==> src/rtl/text_ram_arbiter_pkg.sv <==
// Shared constants and types for the text character RAM arbiter slice.
// Screen geometry, data widths, the return-tag and clear-state encodings.
package text_pkg;

  localparam int COLS   = 80;
  localparam int ROWS   = 40;
  localparam int DEPTH  = COLS * ROWS;
  localparam int ADDR_W = 12;
  localparam int DATA_W = 8;

  localparam logic [DATA_W-1:0] FILL_CHAR = 8'h20;
  localparam logic [ADDR_W-1:0] DEPTH_A   = ADDR_W'(DEPTH);
  localparam logic [ADDR_W-1:0] LAST_A    = ADDR_W'(DEPTH - 1);

  typedef enum logic [1:0] {RT_NONE, RT_VID, RT_HOST} rtag_t;

  typedef enum logic {CLR_IDLE, CLR_RUN} clr_state_t;

  function automatic logic in_range(input logic [ADDR_W-1:0] addr);
    return addr < DEPTH_A;
  endfunction

endpackage

==> src/rtl/text_ram_arbiter_clear_seq.sv <==
// Full-screen clear sequencer: walks the pointer 0..DEPTH-1, one write per
// unstalled cycle. Only instantiated when TEXT_CLEAR_EN is defined.
module text_clear_seq
  import text_pkg::*;
(
  input  logic              vga_clk,
  input  logic              rst,
  input  logic              start_i,
  input  logic              stall_i,
  output logic              busy_o,
  output logic              wr_en_o,
  output logic [ADDR_W-1:0] wr_addr_o,
  output clr_state_t        state_o
);

  clr_state_t        state_q, state_d;
  logic [ADDR_W-1:0] ptr_q, ptr_d;

  always_ff @(posedge vga_clk or posedge rst) begin
    if (rst) begin
      state_q <= CLR_IDLE;
      ptr_q   <= '0;
    end else begin
      state_q <= state_d;
      ptr_q   <= ptr_d;
    end
  end

  always_comb begin
    state_d = state_q;
    ptr_d   = ptr_q;
    case (state_q)
      CLR_IDLE: begin
        if (start_i) begin
          state_d = CLR_RUN;
          ptr_d   = '0;
        end
      end
      CLR_RUN: begin
        // A stalled cycle (video owns the RAM) leaves the pointer in place.
        if (!stall_i) begin
          ptr_d = ptr_q + ADDR_W'(1);
          if (ptr_q == LAST_A) begin
            state_d = CLR_IDLE;
            ptr_d   = '0;
          end
        end
      end
      default: state_d = CLR_IDLE;
    endcase
  end

  always_comb begin
    busy_o    = (state_q == CLR_RUN);
    wr_en_o   = (state_q == CLR_RUN) & ~stall_i;
    wr_addr_o = ptr_q;
    state_o   = state_q;
  end

endmodule

==> src/rtl/text_ram_arbiter.sv <==
// Single-port text RAM owner: video > clear > host arbitration plus read-return
// routing. The optional clear sequencer is built when TEXT_CLEAR_EN is defined.
module text_ram_arbiter
  import text_pkg::*;
(
  input  logic              vga_clk,
  input  logic              rst,
  input  logic              vid_req,
  input  logic [ADDR_W-1:0] vid_addr,
  output logic [DATA_W-1:0] vid_data,
  output logic              vid_valid,
  input  logic              host_valid,
  output logic              host_ready,
  input  logic              host_we,
  input  logic [ADDR_W-1:0] host_addr,
  input  logic [DATA_W-1:0] host_wdata,
  output logic [DATA_W-1:0] host_rdata,
  output logic              host_rvalid,
  input  logic              clr_start,
  output logic              clr_busy,
  output logic              ram_en,
  output logic              ram_we,
  output logic [ADDR_W-1:0] ram_addr,
  output logic [DATA_W-1:0] ram_wdata,
  input  logic [DATA_W-1:0] ram_rdata
);

  logic              clr_wr_en;
  logic [ADDR_W-1:0] clr_addr;

`ifdef TEXT_CLEAR_EN
  clr_state_t clr_state;

  text_clear_seq u_clr (
    .vga_clk   (vga_clk),
    .rst       (rst),
    .start_i   (clr_start),
    .stall_i   (vid_req),
    .busy_o    (clr_busy),
    .wr_en_o   (clr_wr_en),
    .wr_addr_o (clr_addr),
    .state_o   (clr_state)
  );

  always_comb begin
    assert (!clr_busy || clr_state == CLR_RUN);
  end
`else
  logic unused_clr_start;
  assign unused_clr_start = clr_start;
  assign clr_busy         = 1'b0;
  assign clr_wr_en        = 1'b0;
  assign clr_addr         = '0;
`endif

  // Host handshake: a transfer happens on a cycle with host_valid & host_ready;
  // the host holds valid, we, addr and wdata stable until that cycle.
  logic host_acc;
  assign host_ready = host_valid & ~vid_req & ~clr_busy;
  assign host_acc   = host_valid & host_ready;

  rtag_t tag_d, tag_q;
  logic  zero_d, zero_q;
  logic  vid_in, host_in;

  assign vid_in  = in_range(vid_addr);
  assign host_in = in_range(host_addr);

  always_comb begin
    ram_en    = 1'b0;
    ram_we    = 1'b0;
    ram_addr  = '0;
    ram_wdata = '0;
    tag_d     = RT_NONE;
    zero_d    = 1'b0;
    if (vid_req) begin
      ram_en   = vid_in;
      ram_addr = vid_addr;
      tag_d    = RT_VID;
      zero_d   = ~vid_in;
    end else if (clr_wr_en) begin
      ram_en    = 1'b1;
      ram_we    = 1'b1;
      ram_addr  = clr_addr;
      ram_wdata = FILL_CHAR;
    end else if (host_acc) begin
      // Out-of-range host accesses are accepted but never reach the RAM.
      ram_en    = host_in;
      ram_we    = host_in & host_we;
      ram_addr  = host_addr;
      ram_wdata = host_wdata;
      if (!host_we) begin
        tag_d  = RT_HOST;
        zero_d = ~host_in;
      end
    end
  end

  logic [DATA_W-1:0] vid_hold_q, host_hold_q;
  logic [DATA_W-1:0] ret_data;

  always_ff @(posedge vga_clk or posedge rst) begin
    if (rst) begin
      tag_q       <= RT_NONE;
      zero_q      <= 1'b0;
      vid_hold_q  <= '0;
      host_hold_q <= '0;
    end else begin
      tag_q       <= tag_d;
      zero_q      <= zero_d;
      vid_hold_q  <= vid_data;
      host_hold_q <= host_rdata;
    end
  end

  assign ret_data    = zero_q ? '0 : ram_rdata;
  assign vid_valid   = (tag_q == RT_VID);
  assign host_rvalid = (tag_q == RT_HOST);
  assign vid_data    = vid_valid ? ret_data : vid_hold_q;
  assign host_rdata  = host_rvalid ? ret_data : host_hold_q;

endmodule

==> config.mk <==
export PLATFORM = sky130hd
export DESIGN_NAME = text_ram_arbiter
export DESIGN_NICKNAME = d
export VERILOG_FILES = /design/src/rtl/text_ram_arbiter_pkg.sv /design/src/rtl/text_ram_arbiter_clear_seq.sv /design/src/rtl/text_ram_arbiter.sv
export SDC_FILE = /design/constraint.sdc
export NUM_CORES = 1
export LEC_CHECK = 0
export CORE_MARGIN = 2
export CORE_UTILIZATION = 31
export CTS_CLUSTER_SIZE = 10
export DETAILED_ROUTE_END_ITERATION = 6
export PLACE_DENSITY_LB_ADDON = 0.08
export SETUP_SLACK_MARGIN = 0.05
export SLEW_MARGIN = 40
export SYNTH_ARGS = -nofsm -noshare
export SYNTH_HDL_FRONTEND = slang
export SYNTH_SLANG_ARGS = --single-unit
==> constraint.sdc <==
create_clock -name vga_clk -period 1.5 [get_ports vga_clk]
set_input_delay 0.3 -clock vga_clk [delete_from_list [all_inputs] [get_ports vga_clk]]
set_output_delay 0.3 -clock vga_clk [all_outputs]
set_load 0.005 [all_outputs]
## Yosys cells after proc, flatten, opt, wreduce, memory -nomap -nowiden

Cells that the tools add are included.

- Order comparisons: 2
- Equality and inequality tests: 2
- Mux-type cells: 17
- Bitwise logic cells: 6

Operator list:

| kind | number |
|---|---|
| two-way mux 8 bit | 5 |
| less-than comparator 12 bit, second input constant | 2 |
| two-way mux 12 bit | 2 |
| two-way mux 1 bit | 7 |
| two-way mux 2 bit | 3 |
| bitwise AND 1 bit | 3 |
| NOT 1 bit | 3 |
| equality test 2 x 1 -> 1 bit, second input constant | 1 |
| equality test 2 bit, second input constant | 1 |

- Flip-flop bits (word level): 19
- Output and inout bits: 42

## Longest topological paths before layout

Gate-level depths: netlist of the first run.

- Word-level depth: 5
- Depth in mapped cells: 3
- Depth with buffers taken out: 2

## Worst setup path before layout of the first run

Ideal clock, no wire load.

- Kind: flip-flop to output port
- From: reg tag_q[1]
- To: out vid_data[1]
- Arrival: 1.004 ns
- Setup slack: 0.196 ns
- Cell stages (with the launch flop): 4
- Path buffers: 1
- Path through: dfrtp_1 nor2b_1 buf_2 mux2_2

- Longest elaborated chain between the ends: 2

RTL lines:

| what | RTL line | source |
|---|---|---|
| start: declaration | text_ram_arbiter.sv:62 | `rtag_t tag_d, tag_q;` |
| start signal: assignment | text_ram_arbiter.sv:109 | `tag_q <= tag_d;` |
| equality test 2 x 1 -> 1 bit | text_ram_arbiter.sv:117 | `assign vid_valid = (tag_q == RT_VID);` |
| named net vid_valid | text_ram_arbiter.sv:11 | `output logic vid_valid,` |
| two-way mux 8 bit | text_ram_arbiter.sv:119 | `assign vid_data = vid_valid ? ret_data : vid_hold_q;` |
| end: declaration | text_ram_arbiter.sv:10 | `output logic [DATA_W-1:0] vid_data,` |

The timed path passes the listed nets, and every way through them passes these cells.

## Worst setup path after layout of the first run

- From: reg tag_q[1]
- To: out host_rdata[5]

- Longest elaborated chain between the ends: 2

RTL lines:

| what | RTL line | source |
|---|---|---|
| equality test 2 bit | text_ram_arbiter.sv:118 | `assign host_rvalid = (tag_q == RT_HOST);` |
| two-way mux 8 bit | text_ram_arbiter.sv:120 | `assign host_rdata = host_rvalid ? ret_data : host_hold_q;` |
| end: declaration | text_ram_arbiter.sv:17 | `output logic [DATA_W-1:0] host_rdata,` |

No other way between the ends.

==> results of run 1 <==
==> timing repair <==
item | 4_1_cts | 5_1_grt
gates resized for setup | 210 | 26
setup buffers | 16 | 3
pin swaps | 3 | 4
endpoints found under the setup margin | 41 | 31
hold buffers | 0 | 0
gates cloned | 2 | 0
==> placed cells by master, fill, tap and decap left out, types with 2 or more instances in the layout <==
master           synthesis  layout
buf_2                    5      10
inv_1                    3       3
clkdlybuf4s50_1          0      32
clkbuf_4                 0       3
dfrtp_1                 19      19
mux2_4                   0      16
buf_16                   0       2
nor2b_4                  0       3
o311ai_2                 0       2
buf_4                    1      16
a22o_1                  13      13
clkdlybuf4s15_1          0       5
nor2b_1                 10       8
dlygate4sd2_1            0       4
buf_6                    0      34
clkbuf_2                 0      13
and2_1                   8       8
==> cells by family (layout without fill, tap and decap cells) <==
family | Yosys count | in the layout | synth area share [%]
simple gates | 21 | 21 | 14.0
flops | 19 | 19 | 48.7
compound gates | 16 | 16 | 14.1
mux | 16 | 16 | 18.4
buf+inv | 9 | 124 | 4.48
other cells | 1 | 1 | 0.384
==> sequential cells by signal, summed over array words and instances, names as in the netlist <==
| register | count |
|---|---|
| host_hold_q | 8 |
| tag_q | 2 |
| vid_hold_q | 8 |
| zero_q | 1 |
==> area by class of cell <==
class | count | share of cell area, %
repair buffers | 117 | 49.4
multi-input cells | 54 | 25.1
flip-flops and latches | 19 | 21.4
well taps | 44 | 2.47
clock buffers | 3 | 1.01
inverters | 3 | 0.506
clock inverters | 1 | 0.225
==> power by group <==
part | leakage [nW] | internal (mW) | switching, mW
logic | 0.850 | 0.513 | 0.232
registers | 0.233 | 0.594 | 0.0309
clock network | 0.0177 | 0.0994 | 0.154
total | 1.10 | 1.21 | 0.417
==> worst max-delay path, delay by kind of cell (launching register included) <==
family	cells	cell delay, ns
flops	1	0.41
buf+inv	3	0.38
mux	1	0.30
simple gates	1	0.20
==> path summary, 6_finish.rpt <==
check                                from              to  slack [ns]  cells after the start
max                              tag_q[1]   host_rdata[5]       -0.39                      5
max reg2reg                      tag_q[1]  host_hold_q[3]        0.11                      5
min in group vga_clk              vid_req        tag_q[0]        0.37                      2
min reg2reg                host_hold_q[7]  host_hold_q[7]        0.51                      1
max in group asynchronous             rst  host_hold_q[1]        0.98                      3
min                                   rst  host_hold_q[2]        0.32                      3
==> layer usage <==
| layer | global-route usage, % | routed length [um] | up-vias |
|---|---|---|---|
| li1 | - | - | 521 |
| met1 | 21.8 | 1310 | 536 |
| met2 | 41.3 | 2120 | 39 |
| met3 | 5.63 | 177 | 2 |
| met4 | 3.81 | 9 | 0 |
| met5 | 0 | 0 | - |
==> results.sh, run 1 <==
export IMPL_status="finished, violations left"
export IMPL_violations="negative setup slack"
export IMPL_antenna_found_initial=0
export IMPL_vias_per_cell=4.56
export IMPL_grt_total_usage_pct=20.9
export IMPL_max_freq_mhz=528
export IMPL_power_leakage_nw=1.10
export IMPL_synth_edff_count=0
export IMPL_setup_tns_final_ns=-5.12
export IMPL_vias=1098
export IMPL_cts_sinks=19
export IMPL_htreeDepth=1
export IMPL_final_util_pct=73.5
export IMPL_cp_start_kind="flop"
export IMPL_async_flop_share_pct=100
export IMPL_fill_cells=237
export IMPL_max_stage_delay_ns=0.41
export IMPL_clockRootBuffer="clkbuf_4"
export IMPL_ant_nets=0
export IMPL_final_area_um2=2230
export IMPL_hold_violations=0
export IMPL_setup_slack_ns=-0.392
export IMPL_port_buffers=85
export IMPL_multi_input_area_um2=558
export IMPL_finalSetupViolations=17
export IMPL_synth_ff_type="dfrtp_1"
export IMPL_antenna_cells=0
export IMPL_rsz0062_at_grt="yes"
export IMPL_start_util_pct=32.3
export IMPL_finalMaxSlewViolations=0
export IMPL_synthToLayoutAreaGrowth_pct=128
export IMPL_synthDominantCellAreaShare_pct=48.7
export IMPL_place_gp_congestion=0.699
export IMPL_syn_area_um2=977
export IMPL_grt_overflow=0
export IMPL_yosysTopAreaCell="dfrtp_1"
export IMPL_die_y_um=60.1
export IMPL_synth_fp_nets=128
export IMPL_grt_max_degree=20
export IMPL_crit_path_frequent_cell="buf_6"
export IMPL_first_pass_iters=4
export IMPL_critical_path_arrival_ns=1.59
export IMPL_hold_path_class="in -> async"
export IMPL_ys_ff_latch=19
export IMPL_synth_distinct_cells=15
export IMPL_nets=244
export IMPL_yosys_top_cells_area="dfrtp_1 49%, mux2_1 15%, a22o_1 12%, nor2b_1 6.4%, and2_1 5.1%"
export IMPL_place_hpwl_mm=2.52
export IMPL_worstPathCellList="nor2b_4 > buf_6 > buf_6 > mux2_4 > buf_6"
export IMPL_cts_buffers=3
export IMPL_fin_hold_ws_ns=0.317
export IMPL_power_density_nw_per_um2=729
export IMPL_crit_type="reg -> out"
export IMPL_path_clk_slew_ns=0.11
export IMPL_coreArea_um2=3030
export IMPL_yosys_warnings=0
export IMPL_fin_skew_ns=0.00757
export IMPL_drive_above_1_share_pct=51.8
export IMPL_peakVddDrop_mv=0.690
export IMPL_grt_pass1_vias=1160
export IMPL_register_area_um2=475
export IMPL_dpl_worst_slack_ns=-0.633
export IMPL_fin_crit_ns=1.89
export IMPL_maxCapViolCount=0
export IMPL_die_w_um=60.1
export IMPL_power_mw=1.62
export IMPL_synth_most_common_cell="dfrtp_1"
export IMPL_crit_fanout=4
export IMPL_ios=88
export IMPL_grt_first_pass_wirelength_mm=5.44
export IMPL_synth_cells=82
export IMPL_syn_area_per_cell_um2=11.9
export IMPL_dieArea_um2=3620
export IMPL_ys_seq_area_share_pct=48.7
export IMPL_dp_cells=216
export IMPL_synthTopCellsByCount="19 x dfrtp_1, 13 x a22o_1, 13 x mux2_1"
export IMPL_cts_tree="yes"
export IMPL_wl_mm=3.62
export IMPL_cts_max_path_buffers=2
export IMPL_place_area_um2=1950
export IMPL_drt_iter0_markers=25
export IMPL_required_ns=1.20
export IMPL_clk_latency_ns=0.30
export IMPL_finalNonFillerCells=241
export IMPL_core_rowCount=20
export IMPL_cp_slowest_cell="dfrtp_1"
export IMPL_min_period_over_period_pct=126
export IMPL_wire_per_inst_um=15.0
export IMPL_drc=0
export IMPL_cp_end_kind="primary output"
Note: power is estimated with default switching activity, not from simulation.
==> inputs of run 2 (changes only) <==
--- a/config.mk
+++ b/config.mk
@@ -8,5 +8,5 @@
 export CORE_MARGIN = 2
 export CORE_UTILIZATION = 31
-export CTS_CLUSTER_SIZE = 10
+export CTS_CLUSTER_SIZE = 20
 export DETAILED_ROUTE_END_ITERATION = 6
 export PLACE_DENSITY_LB_ADDON = 0.08
==> constraint.sdc (replaced) <==
create_clock -name vga_clk -period 2.04 [get_ports vga_clk]
set_input_delay 0.408 -clock vga_clk [delete_from_list [all_inputs] [get_ports vga_clk]]
set_output_delay 0.408 -clock vga_clk [all_outputs]
set_load 0.02 [all_outputs]
==> run 2 against run 1 <==
Effect of this change: the run now ends clean; die area unchanged; clock skew increased by 0.00079 ns; critical path depth decreased by 1; via count decreased by 7.1%; critical endpoint is now host_rdata[4]; highest routed layer unchanged.
==> results.sh, run 2 (synthesized netlist as in run 1, its figures left out) <==
export IMPL_grt_pass1_vias=1073
export IMPL_finalNonFillerCells=221
export IMPL_required_ns=1.63
export IMPL_rsz0062_at_grt="yes"
export IMPL_crit_type="reg -> out"
export IMPL_nets=224
export IMPL_reg_top3="host_hold_q x8, vid_hold_q x8, tag_q x2"
export IMPL_critical_path_arrival_ns=1.52
export IMPL_cp_start_kind="flop"
export IMPL_drc=0
export IMPL_tightest_slew_ns=0.693
export IMPL_power_density_nw_per_um2=574
export IMPL_final_util_pct=64.1
export IMPL_clk_latency_ns=0.30
export IMPL_grt_first_pass_wirelength_mm=4.58
export IMPL_power_leakage_nw=0.919
export IMPL_drive_above_1_share_pct=35.6
export IMPL_cts_tree="yes"
export IMPL_synthToLayoutAreaGrowth_pct=98.7
export IMPL_finalMaxSlewViolations=0
export IMPL_dieArea_um2=3620
export IMPL_hold_path_class="reg -> reg"
export IMPL_core_rowCount=20
export IMPL_antenna_cells=0
export IMPL_first_pass_iters=3
export IMPL_min_period_over_period_pct=94.4
export IMPL_worstPathCellList="nor2b_2 > buf_4 > mux2_1 > buf_2"
export IMPL_cts_sinks=19
export IMPL_final_cell_mix="37 x clkdlybuf4s50_1, 19 x dfrtp_1, 19 x buf_2"
export IMPL_drt_iter0_markers=27
export IMPL_max_stage_delay_ns=0.40
export IMPL_vias=1020
export IMPL_peakVddDrop_mv=0.331
export IMPL_start_util_pct=32.3
export IMPL_htreeDepth=1
export IMPL_crit_fanout=4
export IMPL_crit_family="flip-flops"
export IMPL_die_y_um=60.1
export IMPL_fill_cells=274
export IMPL_clockRootBuffer="clkbuf_4"
export IMPL_maxCapViolCount=0
export IMPL_hold_violations=0
export IMPL_fin_crit_ns=1.93
export IMPL_place_hpwl_mm=2.45
export IMPL_finalSetupViolations=0
export IMPL_status="complete, no violations"
export IMPL_cp_slowest_cell="dfrtp_1"
export IMPL_antenna_found_initial=0
export IMPL_vias_per_cell=4.62
export IMPL_cp_end_kind="primary output"
export IMPL_ant_nets=0
export IMPL_dp_cells=214
export IMPL_wire_per_inst_um=14.3
export IMPL_multi_input_area_um2=483
export IMPL_max_freq_mhz=519
export IMPL_slew_headroom_pct=53.7
export IMPL_grt_total_usage_pct=17.5
export IMPL_register_area_um2=475
export IMPL_wl_mm=3.17
export IMPL_fin_hold_ws_ns=0.490
export IMPL_grt_max_degree=20
export IMPL_timing_critical_path_buf_inv=2
export IMPL_ios=88
export IMPL_port_buffers=85
export IMPL_cts_max_path_buffers=2
export IMPL_grt_overflow=0
export IMPL_power_mw=1.11
export IMPL_coreArea_um2=3030
export IMPL_path_clk_slew_ns=0.11
export IMPL_cts_buffers=3
export IMPL_final_common_cell="clkdlybuf4s50_1"
export IMPL_die_w_um=60.1
export IMPL_place_gp_congestion=0.732
export IMPL_fin_skew_ns=0.00836
run 2: changes by cell type in the layout (fill, tap and decap cells not counted), moves of 3 or more:
cell,before,now
buf_6,34,5
mux2_4,16,0
clkbuf_2,13,0
mux2_1,0,13
clkdlybuf4s15_2,0,10
buf_2,10,19
clkdlybuf4s15_1,5,0
clkdlybuf4s50_1,32,37
dlygate4sd2_1,4,8
mux2_2,0,3
run 2: power breakdown:
part,leakage (nW),switching (mW),internal [mW]
clock network,0.0177,0.115,0.0731
registers,0.233,0.0165,0.436
logic,0.668,0.240,0.235
run 2: path summary, 6_finish.rpt:
kind / start / end / slack, ns / depth (start not counted)
max reg2reg: tag_q[1] / vid_hold_q[6] / 0.88 / 3
min reg2reg: vid_hold_q[3] / vid_hold_q[3] / 0.49 / 1
min: vid_hold_q[3] / vid_hold_q[3] / 0.49 / 1
max: tag_q[1] / host_rdata[4] / 0.11 / 4
min in group asynchronous: rst / host_hold_q[0] / 0.50 / 2
max in group asynchronous: rst / vid_hold_q[1] / 1.09 / 2
run 2: per-stage QoR:
stage / area [um2] / setup WS [ns] / TNS (ns)
6_report: 1940 / 0.114 / 0
5_1_grt: 1940 / 0.0343 / 0
4_1_cts: 1910 / 0.0160 / 0
3_5_place_dp: 1930 / -0.470 / -10.31
3_3_place_gp: 1930 / -0.410 / -9.60
2_1_floorplan: 977 / 0.497 / 0
run 2: worst reg2reg max path: stages (launching register included):
cell	delay (ns)
dfrtp_1	0.40
nor2b_2	0.15
buf_6	0.14
mux2_1	0.34
run 2: repair_timing:
item	CTS	global route
gates cloned	1	0
hold buffers	0	0
pin swaps	1	1
setup buffers	1	1
gates resized for setup	168	8
setup endpoints to repair	41	29
run 2: layer usage:
layer / routed length, um / vias to the layer above / GRT usage (%)
met4: 37 / 0 / 6.67
met3: 202 / 7 / 5.63
met2: 1820 / 40 / 34.8
li1: - / 479 / -
met1: 1110 / 494 / 16.0
met5: 0 / - / 0
run 2: cell type report:
| type | count | share of cell area [%] |
|---|---|---|
| tap | 44 | 2.84 |
| multi-input combinational | 54 | 24.9 |
| timing repair buffer | 97 | 45.8 |
| clock inverter | 1 | 0.258 |
| inverter | 3 | 0.580 |
| clock buffer | 3 | 1.16 |
| sequential | 19 | 24.5 |
